$ cat src/rtl/muldiv_ctrl.sv
// muldiv_ctrl: EX-stage sequencer for the external multiplier and divider.
// Owns the HI/LO registers, stalls the pipeline while a multiply or divide
// is in flight, and answers MFHI/MFLO reads combinationally.
module muldiv_ctrl #(
    parameter int MUL_LAT = 2
) (
    input  logic        clk,
    input  logic        rst,
    input  logic        stall_i,
    input  logic        flush_i,
    input  logic [3:0]  op_i,
    input  logic [31:0] src_a_i,
    input  logic [31:0] src_b_i,
    output logic        stall_o,
    output logic [31:0] rdata_o,
    output logic [31:0] hi_o,
    output logic [31:0] lo_o,
    output logic [31:0] mul_a_o,
    output logic [31:0] mul_b_o,
    output logic        mul_signed_o,
    input  logic [63:0] mul_result_i,
    output logic [31:0] div_a_o,
    output logic [31:0] div_b_o,
    output logic        div_signed_o,
    output logic        div_start_o,
    output logic        div_annul_o,
    input  logic        div_ready_i,
    input  logic [63:0] div_result_i
);

    localparam logic [3:0] OP_MULT  = 4'd1;
    localparam logic [3:0] OP_MULTU = 4'd2;
    localparam logic [3:0] OP_DIV   = 4'd3;
    localparam logic [3:0] OP_DIVU  = 4'd4;
    localparam logic [3:0] OP_MTHI  = 4'd5;
    localparam logic [3:0] OP_MTLO  = 4'd6;
    localparam logic [3:0] OP_MFHI  = 4'd7;
    localparam logic [3:0] OP_MFLO  = 4'd8;

    // The counter only has to hold MUL_LAT-1, so clog2(MUL_LAT) bits suffice.
    localparam int CNT_W = (MUL_LAT > 2) ? $clog2(MUL_LAT) : 1;
    localparam logic [CNT_W-1:0] CNT_INIT = CNT_W'(MUL_LAT - 1);

    typedef enum logic [1:0] {
        IDLE     = 2'd0,
        MUL_WAIT = 2'd1,
        DIV_WAIT = 2'd2,
        DONE     = 2'd3
    } state_t;

    state_t           state_q, state_d;
    logic [CNT_W-1:0] cnt_q, cnt_d;
    logic [31:0]      hi_q, hi_d;
    logic [31:0]      lo_q, lo_d;
    logic [31:0]      mul_a_q, mul_a_d;
    logic [31:0]      mul_b_q, mul_b_d;
    logic             mul_signed_q, mul_signed_d;
    logic [31:0]      div_a_q, div_a_d;
    logic [31:0]      div_b_q, div_b_d;
    logic             div_signed_q, div_signed_d;

    logic is_mul;
    logic is_div;
    logic accept;

    // Decode the EX operation; acceptance ignores stall_i because the op must
    // start even while the rest of the pipeline is frozen.
    always_comb begin
        is_mul = (op_i == OP_MULT) || (op_i == OP_MULTU);
        is_div = (op_i == OP_DIV) || (op_i == OP_DIVU);
        accept = (state_q == IDLE) && (is_mul || is_div) && !flush_i;
    end

    // Next-state logic: sequencing, operand latching and HI/LO updates.
    always_comb begin
        state_d      = state_q;
        cnt_d        = cnt_q;
        hi_d         = hi_q;
        lo_d         = lo_q;
        mul_a_d      = mul_a_q;
        mul_b_d      = mul_b_q;
        mul_signed_d = mul_signed_q;
        div_a_d      = div_a_q;
        div_b_d      = div_b_q;
        div_signed_d = div_signed_q;

        case (state_q)
            IDLE: begin
                if (accept) begin
                    mul_a_d      = src_a_i;
                    mul_b_d      = src_b_i;
                    div_a_d      = src_a_i;
                    div_b_d      = src_b_i;
                    mul_signed_d = (op_i == OP_MULT) || (op_i == OP_DIV);
                    div_signed_d = (op_i == OP_MULT) || (op_i == OP_DIV);
                    if (is_mul) begin
                        state_d = MUL_WAIT;
                        cnt_d   = CNT_INIT;
                    end else if (src_b_i == 32'd0) begin
                        state_d = DONE;
                    end else begin
                        state_d = DIV_WAIT;
                    end
                end else if (!flush_i && !stall_i) begin
                    if (op_i == OP_MTHI) begin
                        hi_d = src_a_i;
                    end
                    if (op_i == OP_MTLO) begin
                        lo_d = src_a_i;
                    end
                end
            end
            MUL_WAIT: begin
                if (flush_i) begin
                    state_d = IDLE;
                    cnt_d   = '0;
                end else if (cnt_q == '0) begin
                    hi_d    = mul_result_i[63:32];
                    lo_d    = mul_result_i[31:0];
                    state_d = DONE;
                end else begin
                    cnt_d = cnt_q - CNT_W'(1);
                end
            end
            DIV_WAIT: begin
                if (flush_i) begin
                    state_d = IDLE;
                end else if (div_ready_i) begin
                    hi_d    = div_result_i[63:32];
                    lo_d    = div_result_i[31:0];
                    state_d = DONE;
                end
            end
            DONE: begin
                if (flush_i || !stall_i) begin
                    state_d = IDLE;
                end
            end
            default: begin
                state_d = IDLE;
            end
        endcase
    end

    // State and architectural registers, cleared by the synchronous reset.
    always_ff @(posedge clk) begin
        if (rst) begin
            state_q      <= IDLE;
            cnt_q        <= '0;
            hi_q         <= '0;
            lo_q         <= '0;
            mul_a_q      <= '0;
            mul_b_q      <= '0;
            mul_signed_q <= 1'b0;
            div_a_q      <= '0;
            div_b_q      <= '0;
            div_signed_q <= 1'b0;
        end else begin
            state_q      <= state_d;
            cnt_q        <= cnt_d;
            hi_q         <= hi_d;
            lo_q         <= lo_d;
            mul_a_q      <= mul_a_d;
            mul_b_q      <= mul_b_d;
            mul_signed_q <= mul_signed_d;
            div_a_q      <= div_a_d;
            div_b_q      <= div_b_d;
            div_signed_q <= div_signed_d;
        end
    end

    // Pipeline/divider handshake outputs and the MFHI/MFLO read port.
    always_comb begin
        stall_o     = accept || (state_q == MUL_WAIT) || (state_q == DIV_WAIT);
        div_start_o = (state_q == DIV_WAIT) && !flush_i;
        div_annul_o = (state_q == DIV_WAIT) && flush_i;
        rdata_o     = 32'd0;
        if (op_i == OP_MFHI) begin
            rdata_o = hi_q;
        end else if (op_i == OP_MFLO) begin
            rdata_o = lo_q;
        end
    end

    assign hi_o         = hi_q;
    assign lo_o         = lo_q;
    assign mul_a_o      = mul_a_q;
    assign mul_b_o      = mul_b_q;
    assign mul_signed_o = mul_signed_q;
    assign div_a_o      = div_a_q;
    assign div_b_o      = div_b_q;
    assign div_signed_o = div_signed_q;

endmodule
$ cat config.mk
export PLATFORM = sky130hd
export DESIGN_NAME = muldiv_ctrl
export DESIGN_NICKNAME = d
export VERILOG_FILES = /design/src/rtl/muldiv_ctrl.sv
export SDC_FILE = /design/constraint.sdc
export NUM_CORES = 1
export LEC_CHECK = 0
export BUFFER_PORTS_ARGS = -buffer_cell sky130_fd_sc_hd__buf_2
export CORE_AREA = 2 2 165 167
export CTS_CLUSTER_DIAMETER = 40
export DETAILED_ROUTE_END_ITERATION = 10
export DIE_AREA = 0 0 167 169
export SLEW_MARGIN = 30
export SYNTH_ARGS = -nofsm -noshare
export SYNTH_HDL_FRONTEND = slang
export SYNTH_SLANG_ARGS = --single-unit
$ cat constraint.sdc
create_clock -name clk -period 1.7 [get_ports clk]
set_input_delay 0.255 -clock clk [delete_from_list [all_inputs] [get_ports clk]]
set_output_delay 0.255 -clock clk [all_outputs]
set_load 0.02 [all_outputs]
==> impl_summary.md <==
Worst setup path
The worst register-to-register path has a depth of 9. In this design, the largest share of critical-path delay is due to flip-flops. Along the worst path, the maximum fanout reaches 3. The worst register-to-register path has a setup slack of -190 ps. The path type of the worst setup path is reg2out. STA classifies the critical path endpoint as a primary output. On the critical path, the stage with the largest delay is an instance of sky130_fd_sc_hd__dfxtp_4. For the worst setup path, the data required time is 1440 ps. Walking the worst path, the cells encountered are inv_4, ha_4, buf_12, or3_4, buf_6. In this design, the stage delay of the slowest critical-path cell is 380 ps. Counting both buffers and inverters, the worst setup path holds a total of 3. Data on the critical path arrives at its endpoint at 1650 ps. The startpoint of the worst-slack reg-to-reg timing path is state_q[0]. The capture point of the worst reg-to-reg path is lo_o[22]. The category of the worst setup path launch point is a register.

Yosys
Among all flip-flop cells after synthesis, the most frequent one is sky130_fd_sc_hd__dfxtp_1. In the post-synthesis netlist, the biggest area contributors are sky130_fd_sc_hd__dfxtp_1 (36%), sky130_fd_sc_hd__nand2_1 (13%), sky130_fd_sc_hd__mux2i_1 (8.8%). When the netlist entered floorplanning its net count stood at 1146. The cell area after synthesis is 0.007310 mm². The number of warnings printed during yosys synthesis is 0. Of the synthesized area, sequential elements account for 0.3615. The largest area contributor in the netlist is sky130_fd_sc_hd__dfxtp_1. The average instance in the mapped netlist occupies 7.784 µm². Yosys mapped a number of flops with a built-in enable equal to 0. The fraction of registers with async set/reset is 0. The distinct cell type count after synthesis is 41. Counting flops and latches in the post-synthesis netlist gives 132. The share of synthesized area in the top cell type comes to 0.3615.

Synthesis produced a netlist whose cell count is 939.

Final layout
Measured on the finished design, the core utilization comes to 0.4011. The top cell types in the final layout, fill and taps aside, are sky130_fd_sc_hd__buf_2 (425), sky130_fd_sc_hd__nand2_1 (260), sky130_fd_sc_hd__dfxtp_1 (130), sky130_fd_sc_hd__nand2b_1 (67), sky130_fd_sc_hd__nor2_1 (66). The finished cells cover 0.01063 mm². The combined flip-flop and latch cell area is 0.002650 mm². After filler insertion, the fill cell instance count of the layout stands at 2751. The signed area change from the synthesized netlist to the final layout is 45.43%. The number of antenna diodes in the final layout is 0. For this run, the post-layout net count is 1517.

The area taken by multi-input logic gates is 0.003960 mm². Leaving out fill and tap cells, the most frequent cell in the layout is sky130_fd_sc_hd__buf_2. In the final layout, the share of cells above drive strength 1 is 0.4187.

STA
The total negative setup slack is -7622 ps. Hold is met by 81.65 ps. The number of slew-limit violations in the final report is 0.

Setup repair after global routing could not meet its margin everywhere. Across all setup checks in the final design, the least slack found is -200.7 ps. The final clock period utilization by the worst path is 1.118. The smallest clock period supported by the final layout is computed as 1901 ps. The normalized max-slew margin is 0.6233.

Setup violations remaining at the end of the flow were counted as 68. Derived from the worst setup path, the maximum achievable clock frequency is 526.1 MHz. For the pin with the worst max-slew slack, the measured transition is 560.2 ps.

On the final layout, the worst clock skew is 9.952 ps. The final number of hold-violating endpoints came to 0.

Min path
The startpoint of the most critical hold path is src_b_i[4]. The path category of the worst min-delay check is in2reg. The path with the worst hold slack has its endpoint at div_b_o[4].

The worst hold path was traced through 3 stages.

Clock network
The number of buffers on the longest clock path is 2. The clock root buffer is sky130_fd_sc_hd__clkbuf_16. The total number of H-tree levels is 4. The number of hold-repair buffers added at the cts stage is 0. Clock tree synthesis found a total of 132 sinks. The CTS tree is yes.

The CTS clock-pin slew for the worst setup and hold paths is 70 ps. The clock latency on the worst-skew pair is 420 ps. The number of buffers inserted during clock tree synthesis is 17.

Power and ir drop
For this design the static power due to leakage is 5.385 nW. Across the VDD grid, the largest voltage drop is 640.1 µV. Power spread over the standard cell area amounts to 1459 mW/mm². Overall power consumption after layout is estimated at 15.50 mW.

Job
The number of violations of the max-capacitance limit is 0.

Die
The cell row count is 60. For this configuration, the core starts out at a cell density of 0.2758. The die is 167 µm wide. The floorplan step defined a core boundary enclosing 0.02650 mm². The floorplan step set the die height to 169 µm. The top-level port count is 430.

The die covers 0.02822 mm².

Routing
The first routing iteration left 439 violations. The number of vias per cell after detailed routing is 4.781. For this run, design rule violations remaining after detail routing come to 0. The detailed-routing iteration count for the pre-antenna-repair pass is 5.

The routed design has 29.11 mm of wire. After detailed routing, the average wire length per cell comes to 17.49 µm. The number of routed nets with antenna violations is 0. The total number of vias is 7955.

Placed design
The placement-stage cell area is 0.009527 mm². Detailed placement finished with a half-perimeter wire length of 21.14 mm. In this run the tool buffered the top-level ports with 429 buffer cells.

The placer's final routability congestion estimate is 0.8382.

Status
The checks that failed: setup timing. The run finished, with violations left.

Global route
The largest net degree at the start of global routing is 48. Summed over all layers, the global routing overflow is 0. The number of antenna violations at the first check in global routing is 0. In the global route stage, overall resource usage came out at 0.1929. The via count of the first global-routing pass is 7428. The first global-routing pass estimated 42.00 mm of wire.
-- layer usage --
layer	GRT usage	wire length [µm]
met5	0	0
met1	0.2325	12000
met2	0.3460	14650
met4	0.05772	617
met3	0.03858	1840
-- power breakdown --
| part | total, mW | leakage, nW | switching, mW | internal [mW] |
|---|---|---|---|---|
| logic | 7.40 | 4.04 | 4.26 | 3.15 |
| registers | 4.35 | 1.07 | 0.627 | 3.72 |
| clock network | 3.76 | 0.273 | 1.53 | 2.22 |
-- how the worst max path moves through the flow --
stage,startpoint,endpoint,slack [ps],depth (start not counted)
final,state_q[0],stall_o,-200,5
after global routing,state_q[0],lo_o[10],-250,9
after CTS,state_q[0],stall_o,-230,5
after detailed placement,state_q[0],state_q[0],-130,6
after global placement,state_q[0],hi_o[29],-50,7
after floorplan,state_q[0],hi_o[0],1,8
-- flip-flops by register name, summed over array words and instances, names as in the netlist --
name	cells
div_a_o	32
div_b_o	32
hi_o	32
lo_o	32
state_q	2
cnt_q	1
div_signed_o	1
-- cell type report --
class,instances,share of cell area
Clock inverter,13,0.01412
Tap cell,341,0.04014
Clock buffer,19,0.04167
Multi-Input combinational cell,668,0.3725
Sequential cell,132,0.2493
Inverter,3,0.001766
Timing Repair Buffer,488,0.2805
-- kinds of logic (layout without fill, tap and decap cells) --
family                     count (synthesis)  after routing  share of synthesized area
AOI/OAI and AO/OA                        181            181                     0.1707
xor gates and xnor gates                   1              1                   0.001198
adders and majority gates                  6              6                    0.01027
buffers and inverters                    139            523                     0.1179
DFF                                      132            132                     0.3615
muxes                                     64             64                    0.08764
and+or+nand+nor                          416            416                     0.2508
-- what timing repair did --
| item | in CTS | in global routing |
|---|---|---|
| setup endpoints to repair | 69 | 71 |
| cloned | 7 | 1 |
| setup buffers | 15 | 4 |
| resized for setup | 29 | 21 |
| pin swaps | 4 | 11 |
-- metrics by stage --
step                std cells  setup slack (ps)
global placement         1608            -51.23
CTS                      1661            -229.7
global route             1664            -254.1
floorplan                 939             1.198
detailed placement       1608            -128.3
finish                   1664            -200.7
-- cell usage after synthesis, types with 3 or more instances --
cell,count
sky130_fd_sc_hd__a22oi_1,64
sky130_fd_sc_hd__nand2_1,260
sky130_fd_sc_hd__nand2b_1,67
sky130_fd_sc_hd__buf_2,5
sky130_fd_sc_hd__a22o_1,32
sky130_fd_sc_hd__a21oi_1,69
sky130_fd_sc_hd__nor2_1,67
sky130_fd_sc_hd__buf_6,7
sky130_fd_sc_hd__clkbuf_1,42
sky130_fd_sc_hd__a211oi_1,3
sky130_fd_sc_hd__buf_4,75
sky130_fd_sc_hd__inv_1,3
sky130_fd_sc_hd__nor4_1,6
sky130_fd_sc_hd__dfxtp_1,132
sky130_fd_sc_hd__ha_1,6
sky130_fd_sc_hd__buf_1,7
sky130_fd_sc_hd__or3_1,4
sky130_fd_sc_hd__mux2i_1,64
-- worst reg2reg max path, delay by kind of cell, from the launching register on --
kind            cells  cell delay [ps]
flops               1              380
simple gates        2              380
mux                 1              130
buf+inv             4              530
fa+ha+maj           1              170
compound gates      1              190
(Power assumes the default switching activity.)
